[config.mk]
export PLATFORM = sky130hd
export DESIGN_NAME = instr_loader
export DESIGN_NICKNAME = d
export VERILOG_FILES = /design/src/rtl/loader_pkg.sv /design/src/rtl/byte_packer.sv /design/src/rtl/instr_loader.sv
export SDC_FILE = /design/constraint.sdc
export NUM_CORES = 1
export LEC_CHECK = 0
export CAP_MARGIN = 15
export CORE_MARGIN = 1.5
export CORE_UTILIZATION = 58
export CTS_CLUSTER_SIZE = 30
export DETAILED_ROUTE_END_ITERATION = 10
export PLACE_DENSITY = 0.8
export SETUP_SLACK_MARGIN = 0.4
export SYNTH_ARGS = -nofsm -noshare
export SYNTH_HDL_FRONTEND = slang
export SYNTH_SLANG_ARGS = --single-unit
[constraint.sdc]
create_clock -name clk -period 5.3 [get_ports clk]
set_input_delay 1.325 -clock clk [delete_from_list [all_inputs] [get_ports clk]]
set_output_delay 1.325 -clock clk [all_outputs]
set_load 0.005 [all_outputs]
[src/rtl/loader_pkg.sv]
// Shared definitions for the boot-time instruction loader.
//   LEN_W   : width of the little-endian program length prefix (words).
//   LANE_W  : width of the byte-lane index within a 32-bit word.
//   state_t : loader FSM states (3-bit encoding).
package loader_pkg;

  localparam int LEN_W  = 16;
  localparam int LANE_W = 2;

  typedef enum logic [2:0] {
    LEN0 = 3'd0,
    LEN1 = 3'd1,
    DATA = 3'd2,
    RUN  = 3'd3,
    ERR  = 3'd4
  } state_t;

endpackage

[src/rtl/byte_packer.sv]
// Packs accepted bytes little-endian into a 32-bit word.
//   clk, rst   : clock, synchronous active-high reset.
//   byte_data  : incoming byte.
//   accept     : byte_data is consumed this cycle.
//   clear      : discard any partial word and restart at lane 0.
//   lane       : lane the next accepted byte will occupy.
//   word       : packed word, including the byte accepted this cycle.
//   word_done  : pulse on the cycle the 4th byte of a word is accepted.
module byte_packer
  import loader_pkg::*;
(
  input  logic              clk,
  input  logic              rst,
  input  logic [7:0]        byte_data,
  input  logic              accept,
  input  logic              clear,
  output logic [LANE_W-1:0] lane,
  output logic [31:0]       word,
  output logic              word_done
);

  logic [31:0] word_q;

  // NOTE: state registers use non-blocking assignments so every flop samples
  // pre-edge values regardless of block ordering.
  always_ff @(posedge clk) begin
    if (rst || clear) begin
      lane   <= '0;
      word_q <= '0;
    end else if (accept) begin
      for (int k = 0; k < 4; k++) begin
        if (lane == LANE_W'(k)) word_q[8*k +: 8] <= byte_data;
      end
      lane <= lane + LANE_W'(1);
    end
  end

  // The word is exposed with the current byte merged in, so the loader can
  // capture a complete word on the very cycle the 4th byte arrives.
  // NOTE: every always_comb output is given a default first so no path
  // leaves it unassigned, which would infer a latch.
  always_comb begin
    word      = word_q;
    word_done = 1'b0;
    for (int k = 0; k < 4; k++) begin
      if (accept && lane == LANE_W'(k)) word[8*k +: 8] = byte_data;
    end
    if (accept && (&lane)) word_done = 1'b1;
  end

endmodule

[src/rtl/instr_loader.sv]
// Boot-time program loader. Receives a 16-bit little-endian word count N
// followed by 4*N bytes, writes N little-endian 32-bit words to instruction
// memory at addresses 0..N-1, then releases the core from reset. A bad
// length or an inter-byte stall of TIMEOUT cycles parks the loader in ERR.
//   clk, rst                : clock, synchronous active-high reset.
//   byte_i / byte_valid_i   : input byte stream; byte_ready_o is the ready.
//   mem_we_o/addr_o/wdata_o : instruction-memory write port (1-cycle pulses).
//   core_rst_o              : core reset, released only after a full load.
//   busy_o                  : length accepted/being accepted, not RUN or ERR.
//   err_o                   : sticky error.
//   words_o                 : number of words written so far.
module instr_loader
  import loader_pkg::*;
#(
  parameter int ADDR_W    = 8,
  parameter int MAX_WORDS = 256,
  parameter int TIMEOUT   = 100000
) (
  input  logic              clk,
  input  logic              rst,
  input  logic [7:0]        byte_i,
  input  logic              byte_valid_i,
  output logic              byte_ready_o,
  output logic              mem_we_o,
  output logic [ADDR_W-1:0] mem_addr_o,
  output logic [31:0]       mem_wdata_o,
  output logic              core_rst_o,
  output logic              busy_o,
  output logic              err_o,
  output logic [ADDR_W:0]   words_o
);

  localparam int TO_W = $clog2(TIMEOUT + 1);

  state_t            state, state_nxt;
  logic [LEN_W-1:0]  len_q;
  logic [LEN_W-1:0]  new_len;
  logic [TO_W-1:0]   tcnt;
  logic              accept;
  logic              len_bad;
  logic              timeout_hit;
  logic              last_write;
  logic              counting;

  logic [31:0]       pack_word;
  logic              pack_done;
  logic [LANE_W-1:0] pack_lane_unused;  // lane position is not needed here

  assign byte_ready_o = (state == LEN0) || (state == LEN1) || (state == DATA);
  assign accept       = byte_valid_i && byte_ready_o;
  assign busy_o       = (state == LEN1) || (state == DATA);
  assign err_o        = (state == ERR);
  assign core_rst_o   = (state != RUN);

  assign counting    = busy_o;
  assign new_len     = {byte_i, len_q[7:0]};
  assign len_bad     = (new_len == '0) || (new_len > LEN_W'(MAX_WORDS));
  // Fires on the idle cycle that would bring the counter to TIMEOUT.
  assign timeout_hit = counting && !accept && (tcnt == TO_W'(TIMEOUT - 1));
  // The pulse currently on the bus is the final word of the program.
  assign last_write  = mem_we_o && ((LEN_W'(words_o) + LEN_W'(1)) == len_q);

  byte_packer u_packer (
    .clk       (clk),
    .rst       (rst),
    .byte_data (byte_i),
    .accept    (accept && (state == DATA)),
    .clear     (state != DATA),
    .lane      (pack_lane_unused),
    .word      (pack_word),
    .word_done (pack_done)
  );

  always_ff @(posedge clk) begin
    if (rst) state <= LEN0;
    else     state <= state_nxt;
  end

  always_comb begin
    state_nxt = state;
    unique case (state)
      LEN0: if (accept) state_nxt = LEN1;
      LEN1: begin
        if (accept)           state_nxt = len_bad ? ERR : DATA;
        else if (timeout_hit) state_nxt = ERR;
      end
      DATA: begin
        if (last_write)       state_nxt = RUN;
        else if (timeout_hit) state_nxt = ERR;
      end
      RUN:     state_nxt = RUN;
      ERR:     state_nxt = ERR;
      default: state_nxt = ERR;
    endcase
  end

  always_ff @(posedge clk) begin
    if (rst) begin
      len_q       <= '0;
      tcnt        <= '0;
      mem_we_o    <= 1'b0;
      mem_addr_o  <= '0;
      mem_wdata_o <= '0;
      words_o     <= '0;
    end else begin
      // A completed word is registered and written on the following cycle;
      // address and data hold between pulses.
      mem_we_o <= pack_done;
      if (pack_done) begin
        mem_addr_o  <= words_o[ADDR_W-1:0];
        mem_wdata_o <= pack_word;
      end
      if (mem_we_o) words_o <= words_o + 1'b1;

      if (accept && state == LEN0) len_q[7:0]  <= byte_i;
      if (accept && state == LEN1) len_q[15:8] <= byte_i;

      if (counting && !accept) tcnt <= tcnt + TO_W'(1);
      else                     tcnt <= '0;
    end
  end

endmodule

### Word-level counts from Yosys, hierarchy flattened

Index checks and enable logic that the tools add are counted.

* flip-flop bits (word level): 120
* bits of input ports: 11

* add/subtract/negate cells: 4
* $lt $le $gt $ge: 1
* equality and inequality tests: 12
* muxes and demuxes: 11
* bitwise operators: 1
* reduce and logical (&&, ||, !) cells: 27

Operators with widths (number)
* 8-bit 2-to-1 mux: 4
* 17-bit by 1-bit adder with 17-bit output (second input constant): 1
* 17-bit == test (second input constant): 1
* 10-bit by 16-bit == test with 1-bit output: 1
* 16-bit by 9-bit > comparator with 1-bit output (second input constant): 1
* 16-bit logical NOT: 1
* 3-bit 2-to-1 mux: 5
* 1-bit logical AND: 12
* 3-bit case mux with 4 select lines: 1
* 9-bit by 1-bit adder with 10-bit output (second input constant): 1
* 2-bit AND reduction: 5
* 9-bit by 1-bit adder with 9-bit output (second input constant): 1
* 3-bit by 2-bit == test with 1-bit output (second input constant): 2
* 3-bit by 2-bit != test with 1-bit output (second input constant): 2
* 1-bit logical OR: 5
* 2-bit == test (second input constant): 2
* 3-bit by 1-bit == test with 1-bit output (second input constant): 1
* 3-bit == test (second input constant): 1
* 3-bit logical NOT: 1
* 2-bit by 1-bit adder with 2-bit output (second input constant): 1
* 2-bit by 1-bit == test with 1-bit output (second input constant): 1
* 2-bit logical NOT: 1
* 2-bit != test (second input constant): 1
* 2-bit OR reduction: 1
* other kinds (3): 3

### Longest topological paths before layout

* depth in word-level cells: 10
* gate-level depth with buffers: 8

### Modules after synthesis

A second synthesis with hierarchy kept.

* cells, all modules: 599
* area total of the unflattened synthesis: 5353.9 µm²

By module, submodules not included
* instr_loader: instances 1, cells each 405, area each 3694.8 µm², seq. area each 1721.7 µm²
* byte_packer: instances 1, cells each 194, area each 1659.1 µm², seq. area each 680.7 µm²

### Least setup slack after synthesis

OpenSTA, ideal clock, no wires.

* kind: input port to flip-flop
* start: input byte_valid_i
* end: register mem_wdata_o[10]
* setup time: 138 ps
* data arrival time: 2691 ps
* required time: 5162 ps
* setup slack: 2472 ps
* stages on the path: 6
* path buffers: 3
* cell sequence: clkbuf_1 > nor3b_1 > and2_1 > buf_2 > buf_1 > a211oi_1

* cells in the longest elaborated chain, start to end: 4
* elaborated cells on any way between the ends: 6
* those cells by class: mux: 2; reduce/logical: 4

RTL lines
* start: declaration: line instr_loader.sv:22 `input logic byte_valid_i,`
* 1-bit logical AND *: line instr_loader.sv:50 `assign accept = byte_valid_i && byte_ready_o;`
* 1-bit logical AND *: line instr_loader.sv:67 `.accept (accept && (state == DATA)),`
* 1-bit logical AND (on tied branches): line byte_packer.sv:46, byte_packer.sv:48
* 8-bit 2-to-1 mux or 1-bit 2-to-1 mux (tied branches): line byte_packer.sv:46, byte_packer.sv:48
* end signal: assignment: line instr_loader.sv:111 `mem_wdata_o <= pack_word;`
* end: declaration: line instr_loader.sv:26 `output logic [31:0] mem_wdata_o,`

Mark *: on every way between the ends. The rest lies on a longest branch, timed or not.
A chain may end at the register's enable or synchronous reset.

### Worst setup path after layout

* start: input byte_valid_i
* end: register mem_wdata_o[16]

The elaborated chain is that of the path after synthesis.

==> qor.txt <==
Initial core utilization - 60.0%
Post-route design area - 0.00546 mm^2
Most frequent cells in the layout - 112 x dfxtp_1, 85 x nor2_1, 83 x nand2_1, 63 x clkdlybuf4s50_1, 39 x a21oi_1
RSZ-0062 raised after global routing - false
Peak Freq - 0.284 GHz
Layout cells sized above 1 - 3.79%
Cell Area, Placed - 0.00525 mm^2
Bufs on Longest Clock Path - 2
Status - finished, final reports clean
Netlist cell types - 46
Buffers on Ports - 64
Overflow after GRT - 0
CP startpoint kind - input pin
CP arrival - 3.81 ns
CTS buffer count - 9
Most common cell after layout, fill and taps aside - dfxtp_1
Reg2reg path depth - 5
Worst rel slew slack - 28.5%
Total GRT Usage - 24.1%
Global-route wire length before repair - 16300 um
Slew Limit Fails - 0
Die area - 0.00854 mm^2
Syn Area/Cell - 8.62 um^2
# diodes - 0
TritonCTS clock tree - built
Drt via density - 5.52
Post-synth EDFFs - 0
Initial antenna violation count - 0
Vias in the first global route - 3381
Final setup violation count - 0
Register area - 0.00224 mm^2
Fill count - 623
H-Tree Level Count - 3
Vias - 3765
Root Driver - clkbuf_8
Postcts setup bufs - 0
Max stage delay on crit path - 0.96 ns
Crit. End Element - flip-flop
Die Ht - 92.4 um
Area of the mapped netlist - 0.00464 mm^2
Drt total wl - 9880 um
FP Rows - 32
Async S/R FF share, synth - 0%
Post-DRT Antenna Nets - 0
Required time worst endpoint - 5.59 ns
Slew of the pin with the lowest slew margin - 1.07 ns
TritonRoute pass-1 iters - 4
VDD IR max - 0.227 mV
Detailed Place HPWL - 6660 um
Area growth syn-to-layout - 17.7%
Flop-to-flop setup slack - 2.75 ns
Synthesized flop and latch total - 112
TritonCTS Sinks - 112
Post-CTS Hold Fix Bufs - 0
Clock edge transition at the registers on the reported setup and hold paths - 0.10 ns
Hold_sp - tcnt[0]$_SDFF_PP0_
Power Density - 270 mW/mm^2
Initial DRC count - 219
Setup CP Type - in2reg
Worst Hold Path Cells - 1
WL/cell - 14.5 um
Remaining DRCs - 0
Cell Chain, Critical Path - clkdlybuf4s50_1, nor3b_1, and2_2, nor2_1, a211oi_1
Final period util - 66.4%
Hold Path Class - reg2reg
Pin count of the biggest net entering global routing - 71
Crit path max-delay cell type - and2_2
Synth Warn # - 0
WHS Endpoint - tcnt[0]$_SDFF_PP0_
Die width - 92.4 um
Routability cong. - 0.823
Post-synth top flop - dfxtp_1
Worst reg2reg path endpoint - mem_wdata_o[16]$_SDFFE_PP0P_
Clk_skew - 0.0142 ns
Final #Nets - 592
Ports - 65
LEAKAGE - 1.95 nW
Synth Instances - 538
Mapped Nets - 555
Multi-input gate area - 0.00222 mm^2
Post-CTS sizing - 0
Setup TNS - 0 ns
Worst-Skew Late Latency - 0.38 ns
Min Tclk post-route - 3.52 ns
Endpoints failing hold - 0
Seq/Total Area, Yosys - 48.3%
R2r startpoint - state[0]$_SDFFE_PP0P_
Critical-path maximum fanout - 64
Core area - 0.00773 mm^2
# Max-Cap Violations - 0
cells in the mapped netlist, types with 2 or more instances:
cell / n / area, um^2
dfxtp_1: 112 / 2240
nor2_1: 85 / 319
nand2_1: 83 / 312
a21oi_1: 39 / 195
clkbuf_1: 28 / 105
mux2i_1: 26 / 260
a211oi_1: 25 / 188
xor2_1: 22 / 193
nand3_1: 12 / 60.1
xnor2_1: 10 / 87.6
nand4_1: 8 / 50.1
buf_2: 6 / 30.0
ha_1: 6 / 75.1
nor4_1: 6 / 37.5
or3_1: 6 / 37.5
inv_1: 5 / 18.8
nand2b_1: 5 / 31.3
or4_1: 5 / 37.5
nor3_1: 4 / 20.0
nor3b_1: 4 / 30.0
o21ai_1: 4 / 20.0
and3b_1: 3 / 26.3
buf_1: 3 / 11.3
a311oi_1: 2 / 17.5
a31oi_1: 2 / 12.5
and4_1: 2 / 17.5
buf_4: 2 / 15.0
nor2b_1: 2 / 12.5
nor4_2: 2 / 25.0
o21ai_0: 2 / 10.0
o41ai_1: 2 / 17.5
critical path: cells and delay by family:
family                 cells  cell delay (ns)
AND/OR/NAND/NOR            3             1.57
AO/OA/AOI/OAI              1             0.24
buffers and inverters      1             0.66
cells by family (layout without fill, tap and decap cells):
group / count (synthesis) / count (layout) / synth area share (%)
and+or+nand+nor: 234 / 234 / 23.1
DFF: 112 / 112 / 48.3
AOI/OAI and AO/OA: 84 / 84 / 11.4
buffers and inverters: 44 / 86 / 3.88
xor gates and xnor gates: 32 / 32 / 6.04
muxes: 26 / 26 / 5.61
adders and majority gates: 6 / 6 / 1.62
power breakdown:
part | switching, W | internal (W) | leakage [nW] | total, W
registers | 0.0000116 | 0.000850 | 0.904 | 0.000862
logic | 0.0000492 | 0.0000320 | 0.944 | 0.0000813
clock network | 0.000291 | 0.000238 | 0.105 | 0.000529
state kept, by name (all words and copies together), names as in the netlist:
register / count
mem_addr_o: 8
tcnt: 17
mem_we_o: 1
mem_wdata_o: 32
u_packer.word_q: 24
state: 3
words_o: 9
u_packer.lane: 2
len_q: 16
final cells by class:
cell class | count | area share, %
clock buffers | 10 | 2.52
clock inverters | 6 | 1.37
inverters | 5 | 0.344
multi-input cells | 382 | 40.6
flip-flops and latches | 112 | 41.0
well taps | 102 | 2.34
repair buffers | 65 | 11.8
per-layer routing:
metal / up-vias / wire length (um) / global-route usage (%)
met5: - / 0 / 0
met4: 0 / 94 / 6.54
met3: 8 / 503 / 4.43
met2: 86 / 4760 / 40.0
met1: 1764 / 4520 / 32.1
li1: 1907 / - / -
how the worst max path moves through the flow:
| stage | from | to | depth (start not counted) |
|---|---|---|---|
| 2_1_floorplan | byte_valid_i | mem_wdata_o[10]$_SDFFE_PP0P_ | 6 |
| 3_3_place_gp | byte_valid_i | mem_wdata_o[0]$_SDFFE_PP0P_ | 5 |
| 3_5_place_dp | byte_valid_i | mem_wdata_o[16]$_SDFFE_PP0P_ | 5 |
| 4_1_cts | byte_valid_i | mem_wdata_o[16]$_SDFFE_PP0P_ | 5 |
| 5_1_grt | byte_valid_i | mem_wdata_o[16]$_SDFFE_PP0P_ | 5 |
| 6_report | byte_valid_i | mem_wdata_o[16]$_SDFFE_PP0P_ | 5 |
stage by stage:
step           hold WS [ns]  cells  power [W]  utilization (%)  worst slack (ns)
2_1_floorplan         0.418    538   0.000931                -              2.47
3_3_place_gp          0.427    666   0.000960             67.9              1.55
3_5_place_dp          0.444    666   0.000962             67.9              1.44
4_1_cts               0.459    682    0.00148             70.7              1.81
5_1_grt               0.476    682    0.00152             70.7              1.58
6_report              0.455    682    0.00147             70.7              1.78
Power figures use the tool's default switching activity.
